[src/rtl/id_stage_pipe.sv]
// RV32I decode stage with valid/ready handshakes, prioritised operand forwarding and load-use bubbles.
// Optional macro ID_ILLEGAL_TRAP_EN adds the registered illegal_o flag for undecodable encodings.
module id_stage_pipe #(
    parameter int XLEN  = 32,
    parameter int FWD_N = 2,
    parameter int CNT_W = 16
) (
    input  logic                    clk,
    input  logic                    rst,
    input  logic                    in_valid_i,
    output logic                    in_ready_o,
    input  logic [XLEN-1:0]         pc_i,
    input  logic [31:0]             inst_i,
    output logic [4:0]              reg1_addr_o,
    output logic [4:0]              reg2_addr_o,
    input  logic [XLEN-1:0]         reg1_data_i,
    input  logic [XLEN-1:0]         reg2_data_i,
    input  logic [FWD_N-1:0]        fwd_wreg_i,
    input  logic [5*FWD_N-1:0]      fwd_wd_i,
    input  logic [XLEN*FWD_N-1:0]   fwd_wdata_i,
    input  logic                    ex_is_load_i,
    input  logic                    flush_i,
    output logic                    out_valid_o,
    input  logic                    out_ready_i,
    output logic [7:0]              aluop_o,
    output logic [2:0]              alusel_o,
    output logic [XLEN-1:0]         reg1_o,
    output logic [XLEN-1:0]         reg2_o,
    output logic [XLEN-1:0]         store_data_o,
    output logic [4:0]              wd_o,
    output logic                    wreg_o,
    output logic [XLEN-1:0]         link_pc_o,
    output logic [XLEN-1:0]         branch_offset_o,
`ifdef ID_ILLEGAL_TRAP_EN
    output logic                    illegal_o,
`endif
    output logic [CNT_W-1:0]        stall_cnt_o
);

    localparam logic [7:0] EXE_NOP_OP  = 8'd0,  EXE_ADD_OP  = 8'd1,  EXE_SUB_OP  = 8'd2,
                           EXE_SLL_OP  = 8'd3,  EXE_SLT_OP  = 8'd4,  EXE_SLTU_OP = 8'd5,
                           EXE_XOR_OP  = 8'd6,  EXE_SRL_OP  = 8'd7,  EXE_SRA_OP  = 8'd8,
                           EXE_OR_OP   = 8'd9,  EXE_AND_OP  = 8'd10, EXE_JAL_OP  = 8'd11,
                           EXE_JALR_OP = 8'd12, EXE_BEQ_OP  = 8'd13, EXE_BNE_OP  = 8'd14,
                           EXE_BLT_OP  = 8'd15, EXE_BGE_OP  = 8'd16, EXE_BLTU_OP = 8'd17,
                           EXE_BGEU_OP = 8'd18, EXE_LB_OP   = 8'd19, EXE_LH_OP   = 8'd20,
                           EXE_LW_OP   = 8'd21, EXE_LBU_OP  = 8'd22, EXE_LHU_OP  = 8'd23,
                           EXE_SB_OP   = 8'd24, EXE_SH_OP   = 8'd25, EXE_SW_OP   = 8'd26;
    localparam logic [2:0] EXE_RES_NOP   = 3'd0, EXE_RES_LOGIC  = 3'd1, EXE_RES_SHIFT = 3'd2,
                           EXE_RES_ARITH = 3'd3, EXE_RES_JUMP   = 3'd4, EXE_RES_BRANCH = 3'd5,
                           EXE_RES_LOAD  = 3'd6, EXE_RES_STORE  = 3'd7;
    localparam logic [6:0] OPC_LUI = 7'b0110111, OPC_AUIPC = 7'b0010111, OPC_JAL   = 7'b1101111,
                           OPC_JALR = 7'b1100111, OPC_BRANCH = 7'b1100011, OPC_LOAD = 7'b0000011,
                           OPC_STORE = 7'b0100011, OPC_OPIMM = 7'b0010011, OPC_OP   = 7'b0110011;

    // All-zero decode equals the NOP bundle, so an illegal encoding simply clears it.
    typedef struct packed {
        logic [7:0]  aluop;
        logic [2:0]  alusel;
        logic        wreg;
        logic        rs1_used;
        logic        rs2_used;
        logic        use_imm;
        logic        reg1_pc;
        logic        link;
        logic [31:0] imm;
        logic [31:0] boff;
    } dec_t;

    typedef enum logic {ST_EMPTY = 1'b0, ST_FULL = 1'b1} state_t;

    function automatic logic [XLEN-1:0] fwd_sel(
        input logic [4:0]             rs,
        input logic [XLEN-1:0]        rf_data,
        input logic [FWD_N-1:0]       wreg,
        input logic [5*FWD_N-1:0]     wd,
        input logic [XLEN*FWD_N-1:0]  wdata
    );
        logic [XLEN-1:0] res;
        res = rf_data;
        // Walk oldest to youngest so the lowest matching index wins.
        for (int k = FWD_N - 1; k >= 0; k--) begin
            res = (wreg[k] && (wd[5*k +: 5] == rs)) ? wdata[XLEN*k +: XLEN] : res;
        end
        return (rs == 5'd0) ? {XLEN{1'b0}} : res;
    endfunction

    state_t            state_r;
    dec_t              raw_s;
    dec_t              dec_s;
    logic              illegal_s;
    logic [6:0]        opcode_s;
    logic [2:0]        funct3_s;
    logic [6:0]        funct7_s;
    logic [4:0]        rs1_s, rs2_s, rd_s, wd0_s;
    logic [31:0]       imm_i_s, imm_s_s, imm_b_s, imm_u_s, imm_j_s, shamt_s;
    logic [XLEN-1:0]   rs1_val_s, rs2_val_s, reg1_d_s, reg2_d_s, store_d_s;
    logic              hazard_s, accept_s, stall_evt_s;

    assign opcode_s = inst_i[6:0];
    assign funct3_s = inst_i[14:12];
    assign funct7_s = inst_i[31:25];
    assign rd_s     = inst_i[11:7];
    assign rs1_s    = inst_i[19:15];
    assign rs2_s    = inst_i[24:20];
    assign reg1_addr_o = rs1_s;
    assign reg2_addr_o = rs2_s;

    assign imm_i_s = {{20{inst_i[31]}}, inst_i[31:20]};
    assign imm_s_s = {{20{inst_i[31]}}, inst_i[31:25], inst_i[11:7]};
    assign imm_b_s = {{19{inst_i[31]}}, inst_i[31], inst_i[7], inst_i[30:25], inst_i[11:8], 1'b0};
    assign imm_u_s = {inst_i[31:12], 12'd0};
    assign imm_j_s = {{11{inst_i[31]}}, inst_i[31], inst_i[19:12], inst_i[20], inst_i[30:21], 1'b0};
    assign shamt_s = {27'd0, inst_i[24:20]};

    // Instruction decode into a raw bundle plus an illegal-encoding flag.
    always_comb begin
        raw_s     = '0;
        illegal_s = 1'b0;
        case (opcode_s)
            OPC_LUI, OPC_AUIPC: begin
                raw_s.aluop   = EXE_ADD_OP;
                raw_s.alusel  = EXE_RES_ARITH;
                raw_s.wreg    = 1'b1;
                raw_s.use_imm = 1'b1;
                raw_s.imm     = imm_u_s;
                raw_s.reg1_pc = (opcode_s == OPC_AUIPC);
            end
            OPC_JAL: begin
                raw_s.aluop  = EXE_JAL_OP;
                raw_s.alusel = EXE_RES_JUMP;
                raw_s.wreg   = 1'b1;
                raw_s.link   = 1'b1;
                raw_s.boff   = imm_j_s;
            end
            OPC_JALR: begin
                raw_s.aluop    = EXE_JALR_OP;
                raw_s.alusel   = EXE_RES_JUMP;
                raw_s.wreg     = 1'b1;
                raw_s.rs1_used = 1'b1;
                raw_s.use_imm  = 1'b1;
                raw_s.imm      = imm_i_s;
                raw_s.link     = 1'b1;
                illegal_s      = (funct3_s != 3'd0);
            end
            OPC_BRANCH: begin
                raw_s.alusel   = EXE_RES_BRANCH;
                raw_s.rs1_used = 1'b1;
                raw_s.rs2_used = 1'b1;
                raw_s.boff     = imm_b_s;
                case (funct3_s)
                    3'd0:    raw_s.aluop = EXE_BEQ_OP;
                    3'd1:    raw_s.aluop = EXE_BNE_OP;
                    3'd4:    raw_s.aluop = EXE_BLT_OP;
                    3'd5:    raw_s.aluop = EXE_BGE_OP;
                    3'd6:    raw_s.aluop = EXE_BLTU_OP;
                    3'd7:    raw_s.aluop = EXE_BGEU_OP;
                    default: illegal_s   = 1'b1;
                endcase
            end
            OPC_LOAD: begin
                raw_s.alusel   = EXE_RES_LOAD;
                raw_s.rs1_used = 1'b1;
                raw_s.wreg     = 1'b1;
                raw_s.use_imm  = 1'b1;
                raw_s.imm      = imm_i_s;
                case (funct3_s)
                    3'd0:    raw_s.aluop = EXE_LB_OP;
                    3'd1:    raw_s.aluop = EXE_LH_OP;
                    3'd2:    raw_s.aluop = EXE_LW_OP;
                    3'd4:    raw_s.aluop = EXE_LBU_OP;
                    3'd5:    raw_s.aluop = EXE_LHU_OP;
                    default: illegal_s   = 1'b1;
                endcase
            end
            OPC_STORE: begin
                raw_s.alusel   = EXE_RES_STORE;
                raw_s.rs1_used = 1'b1;
                raw_s.rs2_used = 1'b1;
                raw_s.use_imm  = 1'b1;
                raw_s.imm      = imm_s_s;
                case (funct3_s)
                    3'd0:    raw_s.aluop = EXE_SB_OP;
                    3'd1:    raw_s.aluop = EXE_SH_OP;
                    3'd2:    raw_s.aluop = EXE_SW_OP;
                    default: illegal_s   = 1'b1;
                endcase
            end
            OPC_OPIMM: begin
                raw_s.rs1_used = 1'b1;
                raw_s.wreg     = 1'b1;
                raw_s.use_imm  = 1'b1;
                raw_s.imm      = imm_i_s;
                case (funct3_s)
                    3'd0: begin raw_s.aluop = EXE_ADD_OP;  raw_s.alusel = EXE_RES_ARITH; end
                    3'd2: begin raw_s.aluop = EXE_SLT_OP;  raw_s.alusel = EXE_RES_ARITH; end
                    3'd3: begin raw_s.aluop = EXE_SLTU_OP; raw_s.alusel = EXE_RES_ARITH; end
                    3'd4: begin raw_s.aluop = EXE_XOR_OP;  raw_s.alusel = EXE_RES_LOGIC; end
                    3'd6: begin raw_s.aluop = EXE_OR_OP;   raw_s.alusel = EXE_RES_LOGIC; end
                    3'd7: begin raw_s.aluop = EXE_AND_OP;  raw_s.alusel = EXE_RES_LOGIC; end
                    3'd1: begin
                        raw_s.aluop  = EXE_SLL_OP;
                        raw_s.alusel = EXE_RES_SHIFT;
                        raw_s.imm    = shamt_s;
                        illegal_s    = (funct7_s != 7'h00);
                    end
                    3'd5: begin
                        raw_s.aluop  = funct7_s[5] ? EXE_SRA_OP : EXE_SRL_OP;
                        raw_s.alusel = EXE_RES_SHIFT;
                        raw_s.imm    = shamt_s;
                        illegal_s    = (funct7_s != 7'h00) && (funct7_s != 7'h20);
                    end
                    default: illegal_s = 1'b1;
                endcase
            end
            OPC_OP: begin
                raw_s.rs1_used = 1'b1;
                raw_s.rs2_used = 1'b1;
                raw_s.wreg     = 1'b1;
                // funct7=0x20 is only meaningful for SUB and SRA.
                illegal_s = !((funct7_s == 7'h00) ||
                              ((funct7_s == 7'h20) && ((funct3_s == 3'd0) || (funct3_s == 3'd5))));
                case (funct3_s)
                    3'd0: begin raw_s.aluop = funct7_s[5] ? EXE_SUB_OP : EXE_ADD_OP; raw_s.alusel = EXE_RES_ARITH; end
                    3'd1: begin raw_s.aluop = EXE_SLL_OP;  raw_s.alusel = EXE_RES_SHIFT; end
                    3'd2: begin raw_s.aluop = EXE_SLT_OP;  raw_s.alusel = EXE_RES_ARITH; end
                    3'd3: begin raw_s.aluop = EXE_SLTU_OP; raw_s.alusel = EXE_RES_ARITH; end
                    3'd4: begin raw_s.aluop = EXE_XOR_OP;  raw_s.alusel = EXE_RES_LOGIC; end
                    3'd5: begin raw_s.aluop = funct7_s[5] ? EXE_SRA_OP : EXE_SRL_OP; raw_s.alusel = EXE_RES_SHIFT; end
                    3'd6: begin raw_s.aluop = EXE_OR_OP;   raw_s.alusel = EXE_RES_LOGIC; end
                    3'd7: begin raw_s.aluop = EXE_AND_OP;  raw_s.alusel = EXE_RES_LOGIC; end
                    default: illegal_s = 1'b1;
                endcase
            end
            default: illegal_s = 1'b1;
        endcase
    end

    assign dec_s     = illegal_s ? dec_t'('0) : raw_s;
    assign rs1_val_s = fwd_sel(rs1_s, reg1_data_i, fwd_wreg_i, fwd_wd_i, fwd_wdata_i);
    assign rs2_val_s = fwd_sel(rs2_s, reg2_data_i, fwd_wreg_i, fwd_wd_i, fwd_wdata_i);
    assign reg1_d_s  = dec_s.reg1_pc  ? pc_i : (dec_s.rs1_used ? rs1_val_s : {XLEN{1'b0}});
    assign reg2_d_s  = dec_s.use_imm  ? XLEN'($signed(dec_s.imm))
                                      : (dec_s.rs2_used ? rs2_val_s : {XLEN{1'b0}});
    assign store_d_s = dec_s.rs2_used ? rs2_val_s : {XLEN{1'b0}};

    // A load in EX cannot forward yet, so a dependent instruction must wait one cycle.
    assign wd0_s       = fwd_wd_i[4:0];
    assign hazard_s    = ex_is_load_i && fwd_wreg_i[0] && (wd0_s != 5'd0) &&
                         ((dec_s.rs1_used && (rs1_s == wd0_s)) || (dec_s.rs2_used && (rs2_s == wd0_s)));
    assign out_valid_o = (state_r == ST_FULL);
    assign in_ready_o  = !hazard_s && !flush_i && (!out_valid_o || out_ready_i);
    assign accept_s    = in_valid_i && in_ready_o;
    assign stall_evt_s = in_valid_i && hazard_s && !flush_i && out_ready_i;

    // Output state machine, bundle registers and saturating bubble counter.
    always_ff @(posedge clk or negedge rst) begin
        if (!rst) begin
            state_r         <= ST_EMPTY;
            aluop_o         <= EXE_NOP_OP;
            alusel_o        <= EXE_RES_NOP;
            reg1_o          <= {XLEN{1'b0}};
            reg2_o          <= {XLEN{1'b0}};
            store_data_o    <= {XLEN{1'b0}};
            wd_o            <= 5'd0;
            wreg_o          <= 1'b0;
            link_pc_o       <= {XLEN{1'b0}};
            branch_offset_o <= {XLEN{1'b0}};
`ifdef ID_ILLEGAL_TRAP_EN
            illegal_o       <= 1'b0;
`endif
            stall_cnt_o     <= {CNT_W{1'b0}};
        end else begin
            if (stall_evt_s && (stall_cnt_o != {CNT_W{1'b1}})) begin
                stall_cnt_o <= stall_cnt_o + CNT_W'(1'b1);
            end
            if (flush_i) begin
                state_r <= ST_EMPTY;
            end else if (accept_s) begin
                state_r         <= ST_FULL;
                aluop_o         <= dec_s.aluop;
                alusel_o        <= dec_s.alusel;
                reg1_o          <= reg1_d_s;
                reg2_o          <= reg2_d_s;
                store_data_o    <= store_d_s;
                wd_o            <= dec_s.wreg ? rd_s : 5'd0;
                wreg_o          <= dec_s.wreg;
                link_pc_o       <= dec_s.link ? (pc_i + XLEN'(32'd4)) : {XLEN{1'b0}};
                branch_offset_o <= XLEN'($signed(dec_s.boff));
`ifdef ID_ILLEGAL_TRAP_EN
                illegal_o       <= illegal_s;
`endif
            end else if (out_ready_i) begin
                state_r <= ST_EMPTY;
            end
        end
    end

endmodule

[config.mk]
export PLATFORM = sky130hd
export DESIGN_NAME = id_stage_pipe
export DESIGN_NICKNAME = d
export VERILOG_FILES = /design/src/rtl/id_stage_pipe.sv
export SDC_FILE = /design/constraint.sdc
export NUM_CORES = 1
export LEC_CHECK = 0
export ABC_AREA = 0
export BUFFER_PORTS_ARGS = -buffer_cell sky130_fd_sc_hd__buf_2
export CAP_MARGIN = 10
export CORE_MARGIN = 2
export CORE_UTILIZATION = 46
export DETAILED_ROUTE_END_ITERATION = 10
export GPL_TIMING_DRIVEN = 0
export HOLD_SLACK_MARGIN = 0.1
export PLACE_DENSITY = 0.78
export SLEW_MARGIN = 20
export SYNTH_ARGS = -nofsm -noshare
export SYNTH_HDL_FRONTEND = slang
export SYNTH_SLANG_ARGS = --single-unit
[constraint.sdc]
create_clock -name clk -period 1.9 [get_ports clk]
set_input_delay 0.19 -clock clk [delete_from_list [all_inputs] [get_ports clk]]
set_output_delay 0.19 -clock clk [all_outputs]
set_load 0.01 [all_outputs]
* Word level (Yosys, flattened, before mapping) *
Index checks and enable logic that the tools add are counted.

storage, ports and cells
  word-level logic and storage cells = 124
  output and inout bits = 205
  bits in registers = 194
  input bits = 210

cells by class
  equality and inequality tests = 25
  bitwise logic cells = 1
  $add $sub $neg = 2
  reductions and logical operators = 47
  mux-type cells = 38

operators with widths
  operator                                                                count
  32-bit two-way mux                                                      12
  11-bit case mux with 8 select lines                                     3
  32-bit case mux with 4 select lines                                     1
  81-bit two-way mux                                                      1
  32-bit case mux with 2 select lines                                     1
  32-bit by 3-bit adder with 32-bit output (second input constant)        1
  5-bit equality test                                                     6
  5-bit case mux with 6 select lines                                      1
  7-bit by 6-bit equality test with 1-bit output (second input constant)  4
  5-bit case mux with 5 select lines                                      1
  7-bit equality test (second input constant)                             3
  1-bit logical AND                                                       18
  6-bit OR reduction                                                      3
  16-bit by 1-bit adder with 16-bit output (second input constant)        1
  16-bit inequality test (second input constant)                          1
  5-bit case mux with 3 select lines                                      1
  7-bit by 5-bit equality test with 1-bit output (second input constant)  2
  3-bit equality test (second input constant)                             4
  1-bit two-way mux                                                       12
  5-bit zero test                                                         2
  3-bit OR reduction                                                      3
  2-bit OR reduction                                                      4
  7-bit by 2-bit equality test with 1-bit output (second input constant)  1
  7-bit zero test                                                         1
  other kinds (18)                                                        26

* Longest topological paths before layout *
Gate-level depths: netlist of the first run.

  word-level depth = 16
  depth in mapped cells = 10

* Worst setup path before layout of the first run *
Ideal clock, no wire load.

  path type = input port to flip-flop
  from = input port inst_i[6]
  to = register aluop_o[0]
  library setup time = 0.125 ns
  cell stages on the path = 9
  arrival time = 1.986 ns
  required time = 1.775 ns
  path buffers = 2
  setup slack = -0.211 ns
  cell sequence = buf_2 -> or3_4 -> o22a_1 -> nor2_4 -> o21ai_2 -> and4_4 -> buf_6 -> nor2_8 -> mux2_2

between the ends
  longest elaborated chain between the ends = 12
  elaborated cells between the ends (all ways) = 27

RTL lines
  element                                                                       RTL line  source
  start: declaration                                                            13        input logic [31:0] inst_i,
  7-bit by 5-bit equality test with 1-bit output, or another cell as far along  120       case (opcode_s)
  3-bit OR reduction (no source line) or 6-bit OR reduction (tied branches)     n/a
  1-bit case mux with 7 select lines or 1-bit two-way mux (tied branches)       120
  81-bit two-way mux *                                                          239       assign dec_s = illegal_s ? dec_t'('0) : raw_s;
  1-bit logical AND                                                             250       ((dec_s.rs1_used && (rs1_s == wd0_s)) || (dec_s.rs2_used && (rs2_s == wd0_s)));
  1-bit logical OR                                                              250
  1-bit logical AND                                                             249       assign hazard_s = ex_is_load_i && fwd_wreg_i[0] && (wd0_s != 5'd0) &&
  1-bit zero test                                                               252       assign in_ready_o = !hazard_s && !flush_i && (!out_valid_o || out_ready_i);
  1-bit logical AND (2 in a row)                                                252
  1-bit logical AND                                                             253       assign accept_s = in_valid_i && in_ready_o;
  2-bit AND reduction (no source line)                                          n/a
  end signal: assignment                                                        281       aluop_o <= dec_s.aluop;
  end: declaration                                                              25        output logic [7:0] aluop_o,

Every way passes the cells marked *; elsewhere a longest branch is shown, timed or not.
A chain may end at the register's enable or synchronous reset.

* Final worst setup path of the first run *
  from = input port inst_i[28]
  to = register link_pc_o[26]

between the ends
  longest elaborated chain between the ends = 14
  elaborated cells between the ends (all ways) = 21

RTL lines
  element                                                                                                   RTL line  source
  parallel branches: the longest is 4 deep, another holds 7-bit by 6-bit inequality test with 1-bit output  n/a
  1-bit case mux with 7 select lines *                                                                      120
  81-bit two-way mux *                                                                                      239
  1-bit logical AND                                                                                         250
  1-bit logical OR                                                                                          250
  1-bit logical AND                                                                                         249
  1-bit zero test                                                                                           252
  1-bit logical AND (2 in a row)                                                                            252
  1-bit logical AND                                                                                         253
  2-bit AND reduction (no source line)                                                                      n/a
  end signal: assignment                                                                                    267       link_pc_o <= {XLEN{1'b0}};
  end signal: assignment                                                                                    288       link_pc_o <= dec_s.link ? (pc_i + XLEN'(32'd4)) : {XLEN{1'b0}};
  end: declaration                                                                                          32        output logic [XLEN-1:0] link_pc_o,

Every way passes the cells marked *.

==> results of run 1 <==
state kept, by name, indices dropped and copies added (netlist names):
register         count
alusel_o             3
wd_o                 5
link_pc_o           32
reg1_o              32
stall_cnt_o         16
out_valid_o          1
aluop_o              5
wreg_o               1
branch_offset_o     20
reg2_o              32
store_data_o        32
metal layers:
metal	wire length [um]	GRT usage, %	vias to the layer above
li1	-	-	5513
met1	18400	45.4	6191
met2	24000	61.3	865
met3	4810	8.23	167
met4	2790	17.9	4
met5	25	0	-
power by group through the flow:
stage / Combinational (uW) / Sequential (uW) / Clock, uW
final: 1560 / 3870 / 3700
after global routing: 1650 / 3870 / 3810
after CTS: 1400 / 3870 / 3680
after detailed placement: 1310 / 3940 / 0
after global placement: 1280 / 3940 / 0
after floorplan: 563 / 3950 / 0
timing repair:
item	in CTS	in global routing
gates cloned	0	4
hold buffers	14	2
gates resized for setup	101	194
endpoints found under the hold margin	126	3
setup buffers	13	24
pin swaps	13	39
endpoints found under the setup margin	175	174
worst paths after layout:
path                                     from                  end  slack (ps)
worst min-delay path               inst_i[26]           reg2_o[26]         100
worst max register to register    out_valid_o        link_pc_o[28]          50
max in group asynchronous                 rst           reg1_o[17]         650
worst max-delay path               inst_i[28]        link_pc_o[26]         -50
worst min register to register  link_pc_o[22]        link_pc_o[22]         500
min in group asynchronous                 rst  branch_offset_o[18]         170
synthesized netlist by cell type, drive strengths merged (3+ instances only):
cell type,instances
nor4,8
nand3,36
xor2,31
xnor2,31
nand2b,3
a2bb2oi,6
buf,70
a21oi,55
o31ai,59
mux2i,64
and3,13
a222oi,5
nor2,56
clkbuf,66
or2,3
mux2,6
o31a,3
nand2,65
a21boi,33
o41ai,3
nor2b,7
o21a,3
a22oi,39
inv,22
and4,5
or3,6
dfrtp,179
a31o,32
o21ai,239
nand4,11
a221oi,20
nor3,14
per-stage QoR:
| stage | setup slack [ps] | utilization (%) | total power [uW] |
|---|---|---|---|
| 6_report | -47.9 | 67.8 | 9130 |
| 5_1_grt | -69.5 | 67.8 | 9330 |
| 3_5_place_dp | -903 | 58.7 | 5250 |
| 3_3_place_gp | -2310 | 58.4 | 5220 |
| 4_1_cts | -31.9 | 63.8 | 8940 |
| 2_1_floorplan | -120 | - | 4520 |
area by class of cell:
type                    instances  area [um^2]  area share, %
diodes                          9         22.5          0.141
plain buffers                 133         1040           6.48
clock buffers                  18          429           2.68
clock inverters                14          153          0.953
inverters                      22         85.1          0.531
multi-input cells             891         6700           41.8
flip-flops and latches        179         4480           28.0
well taps                     319          399           2.49
repair buffers                467         2710           16.9
worst max-delay path, stage by stage:
cell and delay [ps]:
buf_2 160, nor4_4 290, a31oi_2 160, o21ai_2 280
buf_4 170, nand3_4 80, or3_4 500, buf_12 200
o31ai_2 240
cells by family (layout without fill, tap and decap cells):
| logic type | Yosys count | count (layout) | share of synthesized area (%) |
|---|---|---|---|
| compound gates | 517 | 517 | 29.6 |
| simple gates | 236 | 236 | 11.2 |
| fa+ha+maj | 2 | 2 | 0.224 |
| xor+xnor | 62 | 62 | 4.87 |
| other cells | 1 | 13 | 0.0336 |
| flops | 179 | 179 | 40.2 |
| mux | 70 | 70 | 6.35 |
| buf+inv | 158 | 654 | 7.58 |
==> flow_metrics.tcl, run 1 <==
set metrics [dict create \
    hold_depth 3 \
    drt_first_pass_iters 6 \
    tns_ps -129 \
    initial_core_util_pct 47.2 \
    mostFrequentLayoutCell "buf_2" \
    layout_common_cells "402 x buf_2, 176 x dfrtp_1, 160 x o21ai_0" \
    post-dp-hpwl_um 37600 \
    chipWidth_um 160 \
    grt_antenna_before_repair 12 \
    avgRoutedWirePerCell_um 24.4 \
    num_rows 56 \
    power.density_mw_per_mm2 570 \
    num-fill-cells 1896 \
    crit_type "input pin to flop" \
    clock-sinks 179 \
    cts_tree "done" \
    p_int_uw 6390 \
    skew_ps 11.6 \
    ys_dominant_reg_cell "dfrtp_1" \
    setup_slack_ps -47.9 \
    pwr-share-comb_pct 17.1 \
    cp.required_ps 2240 \
    root_buffer "clkbuf_16" \
    grt-ovfl-total 0 \
    synth_edf_count 0 \
    routabilityCongestion 0.958 \
    hold_slack_ps 97.0 \
    ir_drop_uv 537 \
    ff2ff_path_depth 7 \
    cts_buffer_depth 2 \
    core_region_area_mm2 0.0236 \
    grt_usage_pct 36.8 \
    seqPwrFrac_pct 42.4 \
    hp-class "input pin to flop" \
    clkPwrFrac_pct 40.5 \
    yosysSeqAreaShare_pct 40.2 \
    syn_to_final_growth_pct 43.7 \
    numCtsBuffers 17 \
    hold_viol 0 \
    endpoint_kind "flop" \
    grt_pass1_wl_um 72400 \
    violations "setup timing" \
    cts.reportedPaths.clkPinSlew_ps 80 \
    path_max_fanout 10 \
    rsz0062_at_grt "true" \
    crit_path_start_kind "input pin" \
    design_area_mm2 0.0160 \
    min_period_ps 1950 \
    grt_max_degree 86 \
    num_io_pins 415 \
    place_inst 1957 \
    ant_nets 0 \
    cp.arrival_ps 2290 \
    drive_gt1_share_pct 44.0 \
    fmax_ghz 0.513 \
    setup_viol 6 \
    slew_headroom_pct 44.3 \
    synth.distinct_cells 75 \
    cap_violations 0 \
    viasPerCell 6.21 \
    ys_ff_latch 179 \
    fin_cells 2052 \
    grt_pass1_vias 12199 \
    p_sw_share_pct 30.0 \
    drc 0 \
    yosys-top-cells-area "dfrtp_1 40%, o21ai_0 10%, mux2i_1 5.7%" \
    h-tree-depth 4 \
    syn_inst 1225 \
    clk_latency_ps 440 \
    p_leak_uw 0.00743 \
    fp.dieArea_mm2 0.0255 \
    syn_area_per_cell_um2 9.10 \
    place_area_mm2 0.0139 \
    vias 12740 \
    portBuffers 407 \
    wl_um 50000 \
    fin_nets 1923 \
    switchingPower_uw 2740 \
    min_period_over_period_pct 103 \
    dieHeight_um 160 \
    synth_top_area_cell "dfrtp_1" \
    drv_slew 0 \
    status "finished with violations" \
    syn_area_mm2 0.0111 \
    synthArstFlopShare_pct 100 \
    worst-slew-pin-transition_ps 836 \
    synth_top_area_share_pct 40.2 \
    drt_iter0_drc 1270 \
    yosysWarnings 0 \
]
Note: power is estimated with default switching activity, not from simulation.
==> inputs of run 2 (changes only) <==
SKIP_LAST_GASP = 1   (was not set)
TNS_END_PERCENT = 20   (was not set)
==> run 2 against run 1 <==
  * The flow still finishes with violations (setup timing)
  * Clock power down 5.4%
  * Total power down 3.0%
  * Clock skew down 0.96 ps
  * Register-to-register slack worse by 50 ps
  * Core utilization down 2.8 points
  * Combinational power down 4%
  * Clock-buffer cell count up 2
  * Cell count down 0.78%
  * Die area unchanged
  * Maximum frequency up 1.2%
  * Critical path type unchanged
  * Critical endpoint is now reg2_o[20]
==> flow_metrics.tcl, run 2 (synthesis results as in run 1) <==
set metrics [dict create \
    hold_viol 0 \
    drive_gt1_share_pct 40.0 \
    grt_usage_pct 36.3 \
    cp.arrival_ps 2230 \
    seqCellArea_mm2 0.00448 \
    initial_core_util_pct 47.2 \
    cap_violations 0 \
    path_max_fanout 10 \
    power.density_mw_per_mm2 577 \
    hp-class "input pin to flop" \
    cp.required_ps 2200 \
    dieHeight_um 160 \
    viasPerCell 6.07 \
    drv_slew 0 \
    pre_cts_ws_ps -947 \
    status "finished with violations" \
    h-tree-depth 4 \
    ir_drop_uv 440 \
    root_buffer "clkbuf_16" \
    grt-ovfl-total 0 \
    num-fill-cells 1956 \
    portBuffers 407 \
    routabilityCongestion 0.962 \
    drt_first_pass_iters 8 \
    drc 0 \
    clock-sinks 179 \
    violations "setup timing" \
    fp.dieArea_mm2 0.0255 \
    rsz0062_at_grt "true" \
    cts.reportedPaths.clkPinSlew_ps 70 \
    mostFrequentLayoutCell "buf_2" \
    multi_input_area_mm2 0.00636 \
    endpoint_kind "flop" \
    crit_type "input pin to flop" \
    numCtsBuffers 17 \
    grt_max_degree 88 \
    cts_tree "done" \
    min_period_ps 1920 \
    fmax_ghz 0.520 \
    chipWidth_um 160 \
    wl_um 48100 \
    num_rows 56 \
    hold_slack_ps 98.7 \
    clk_latency_ps 440 \
    grt_antenna_before_repair 5 \
    core_region_area_mm2 0.0236 \
    slew_headroom_pct 44.4 \
    setup_slack_ps -23.9 \
    layout_common_cells "406 x buf_2, 180 x o21ai_0, 175 x dfrtp_1" \
    vias 12359 \
    cts_buffer_depth 2 \
    num_io_pins 415 \
    avgRoutedWirePerCell_um 23.6 \
    p_leak_uw 0.00715 \
    setup_viol 3 \
    skew_ps 10.7 \
    fin_nets 1911 \
    grt_pass1_wl_um 70900 \
    worst-slew-pin-transition_ps 827 \
    drt_iter0_drc 988 \
    syn_to_final_growth_pct 37.8 \
    finalPower_uw 8860 \
    ant_nets 0 \
    min_period_over_period_pct 101 \
    crit_path_start_kind "input pin" \
    post-dp-hpwl_um 37300 \
    grt_pass1_vias 11906 \
]
[run 2: changes by cell type in the layout (fill, tap and decap cells not counted), moves of 8 or more]
cell	delta
buf_4	-13
o31ai_1	+23
o21ai_0	+20
o31ai_4	-11
clkbuf_2	-14
buf_12	-8
clkbuf_1	+17
o31ai_2	-12
o21ai_1	-14
[run 2: what timing repair did]
action | CTS | global route
endpoints found under the setup margin | 178 | 167
hold endpoints to repair | 135 | 1
gates cloned | 0 | 0
setup buffers | 15 | 14
gates resized for setup | 58 | 165
hold buffers | 16 | 1
pin swaps | 11 | 23
[run 2: critical path, stage by stage]
cell and delay (ps):
buf_4 170, xnor2_1 220, nand3_2 130, or3_4 410, clkbuf_4 210, clkbuf_4 210
nor2_1 200, a21oi_4 80, a221oi_2 280, o21ai_0 120
[run 2: final cells by class]
class                   instances  share of cell area, %
flip-flops and latches        179                   29.2
clock buffers                  20                   2.97
plain buffers                 133                   5.95
diodes                          6                 0.0977
inverters                      22                  0.538
repair buffers                455                   16.6
clock inverters                11                  0.676
multi-input cells             891                   41.4
well taps                     319                   2.60
[run 2: where the power goes]
| part | leakage [uW] | internal (uW) | switching [uW] | total, uW |
|---|---|---|---|---|
| clock | 0.000261 | 1880 | 1630 | 3500 |
| combinational | 0.00440 | 553 | 933 | 1490 |
| sequential | 0.00249 | 3840 | 26.3 | 3870 |
| total | 0.00715 | 6270 | 2590 | 8860 |
[run 2: metrics by stage]
step | util, % | TNS (ps) | area, um^2 | instances
2_1_floorplan | - | -8470 | 11200 | 1228
3_3_place_gp | 57.9 | -529370 | 13700 | 1954
3_5_place_dp | 58.2 | -125750 | 13700 | 1956
4_1_cts | 62.5 | -1060 | 14800 | 2015
5_1_grt | 65.0 | -1630 | 15400 | 2034
6_report | 65.1 | -32.9 | 15400 | 2036
[run 2: path summary, 6_finish.rpt]
kind,cells after the start,to,slack (ps),from
setup / recovery,10,reg2_o[20],-20,inst_i[22]
hold / removal,3,reg2_o[27],100,inst_i[27]
setup reg to reg,7,stall_cnt_o[1],0,stall_cnt_o[0]
hold reg to reg,2,link_pc_o[9],490,link_pc_o[9]
max in group asynchronous,4,reg1_o[18],670,rst
min in group asynchronous,2,branch_offset_o[19],190,rst
[run 2: routing by layer]
| layer | track usage [%] | wire length (um) | vias to the layer above |
|---|---|---|---|
| met5 | 0 | 0 | - |
| met4 | 14.4 | 1880 | 0 |
| met3 | 7.58 | 4500 | 105 |
| met2 | 60.9 | 23300 | 772 |
| met1 | 45.8 | 18400 | 5998 |
| li1 | - | - | 5484 |
==> inputs of run 3 (changes only) <==
BUFFER_PORTS_ARGS = not set   (was -buffer_cell sky130_fd_sc_hd__buf_2)
CORE_AREA = 2 2 164 166   (was not set)
CORE_MARGIN = not set   (was 2)
CORE_UTILIZATION = not set   (was 46)
DIE_AREA = 0 0 166 168   (was not set)
DONT_BUFFER_PORTS = 1   (was not set)
PLACE_DENSITY = not set   (was 0.78)
==> run 3 against run 2 <==
  * Clock-buffer cell count is 3 lower
  * Total power is 0.60% lower
  * Critical endpoint is now store_data_o[11]
  * Combinational power is 28% lower
  * Clock skew is 1.4 ps higher
  * Critical path depth is 2 lower
  * The flow finishes with violations (hold timing, setup timing)
  * Cell count is 17% lower
  * Flip-flop and latch count stayed put
  * Cell area is 11% lower
==> flow_metrics.tcl, run 3 (synthesis results as in run 1) <==
set metrics [dict create \
    status "finished with violations" \
    violations "hold timing, setup timing" \
    place_inst 1570 \
    cp_slowest_cell "nor2_1" \
    routabilityCongestion 1.01 \
    finalPower_uw 8810 \
    skew_ps 12.1 \
    path_max_fanout 10 \
    chipWidth_um 166 \
    crit_path_start_kind "input pin" \
    clk_latency_ps 440 \
    portBuffers 0 \
    crit_buf_inv 2 \
    grt_antenna_before_repair 0 \
    hold_viol 179 \
    cp.required_ps 2270 \
    grt_usage_pct 33.6 \
    multi_input_area_mm2 0.00624 \
    mostFrequentLayoutCell "o21ai_0" \
    avgRoutedWirePerCell_um 28.8 \
    h-tree-depth 4 \
    ant_nets 0 \
    dieHeight_um 168 \
    setup_viol 34 \
    drv_slew 0 \
    fmax_ghz 0.516 \
    ff2ff_path_depth 7 \
    numCtsBuffers 17 \
    viasPerCell 6.45 \
    n_antenna_cell 0 \
    place_area_mm2 0.0117 \
    worst-slew-pin-transition_ps 784 \
    cts_tree "done" \
    crit_type "input pin to flop" \
    cp.depth 8 \
    drt_first_pass_iters 6 \
    clock-sinks 179 \
    layout_common_cells "190 x o21ai_0, 171 x dfrtp_1, 78 x dlygate4sd3_1" \
    fin_cells 1691 \
    grt_max_degree 180 \
    grt-ovfl-total 0 \
    min_period_over_period_pct 102 \
    fin_nets 1550 \
    wl_um 48800 \
    post-dp-hpwl_um 36200 \
    initial_core_util_pct 42.3 \
    fp.dieArea_mm2 0.0279 \
    cap_violations 0 \
    cpPeakStageDelay_ps 520 \
    design_area_mm2 0.0137 \
    rsz0062_at_grt "true" \
    root_buffer "clkbuf_16" \
    core_region_area_mm2 0.0264 \
    p_leak_uw 0.00538 \
    num-fill-cells 2420 \
    grt_pass1_wl_um 70600 \
    seqCellArea_mm2 0.00449 \
    ir_drop_uv 482 \
    slew_headroom_pct 47.3 \
    endpoint_kind "flop" \
    cts_buffer_depth 2 \
    drc 0 \
    hold_slack_ps -567 \
    hp-class "input pin to asynchronous set/reset pin" \
    cts.reportedPaths.clkPinSlew_ps 80 \
    crit_chain "nor4_2, a31oi_1, o21ai_2, buf_4, nand2_1, nor2_1, clkbuf_1, a31o_1" \
    min_period_ps 1940 \
    crit_family "simple AND/OR/NAND/NOR gates" \
    num_rows 60 \
    num_io_pins 415 \
    ctsHoldBuffers 78 \
    pre_cts_ws_ps -1090 \
    setup_slack_ps -36.5 \
    vias 10908 \
    power.density_mw_per_mm2 644 \
    drt_iter0_drc 1094 \
    cp.arrival_ps 2300 \
    syn_to_final_growth_pct 22.7 \
    grt_pass1_vias 10643 \
    drive_gt1_share_pct 19.2 \
]
run 3: cell types whose count changed in the layout (fill, tap and decap cells not counted), sizes merged:
cell,delta
buf,-413
bufinv,+1
clkbuf,-12
clkinv,+3
clkinvlp,-5
diode,-6
dlygate4sd3,+61
inv,+4
run 3: final timing paths:
| path | slack [ps] | endpoint | from |
|---|---|---|---|
| hold reg to reg | 530 | stall_cnt_o[4] | stall_cnt_o[4] |
| min in group clk | 110 | link_pc_o[19] | pc_i[17] |
| setup reg to reg | -10 | link_pc_o[3] | out_valid_o |
| setup / recovery | -40 | store_data_o[11] | inst_i[25] |
| max in group asynchronous | 2060 | link_pc_o[16] | rst |
| hold / removal | -570 | stall_cnt_o[3] | rst |
run 3: repair_timing:
item	CTS	global route
endpoints found under the hold margin	292	179
endpoints found under the setup margin	177	169
buffers inserted	7	7
resized for setup	81	93
pin swaps	10	15
cloned	0	1
run 3: routing by layer:
metal | vias up | share of wire [%] | GRT usage [%]
li1 | 4759 | - | -
met1 | 5377 | 38 | 40.1
met2 | 650 | 47 | 54.8
met3 | 122 | 10 | 11.1
met4 | 0 | 5.0 | 16.1
met5 | - | 0 | 0
run 3: metrics by stage:
stage                     TNS [ps]  utilization [%]
after CTS                    -1230             50.8
after detailed placement   -126270             44.3
after global routing         -3230             51.9
after floorplan              -8470                -
final                         -572             51.9
after global placement     -124380             44.2
run 3: cell type report:
type | instances | share of cell area [%]
plain buffers | 133 | 6.71
clock buffers | 17 | 3.11
clock inverters | 14 | 1.39
inverters | 22 | 0.604
multi-input cells | 891 | 45.6
flip-flops and latches | 179 | 32.8
well taps | 341 | 3.12
repair buffers | 94 | 6.64
run 3: power breakdown:
part	leakage [uW]	switching, uW	internal (uW)	total [uW]
clock network	0.000302	1810	2010	3830
logic	0.00260	646	434	1080
registers	0.00248	56.1	3840	3900
total	0.00538	2520	6290	8810
run 3: worst register-to-register path, cell delays in order (launching register included):
cell and delay [ps]:
dfrtp_1 440, nand2b_1 130, nor2b_4 170, nand2_1 120
buf_4 230, clkbuf_2 210, o21ai_0 360, o31ai_2 130
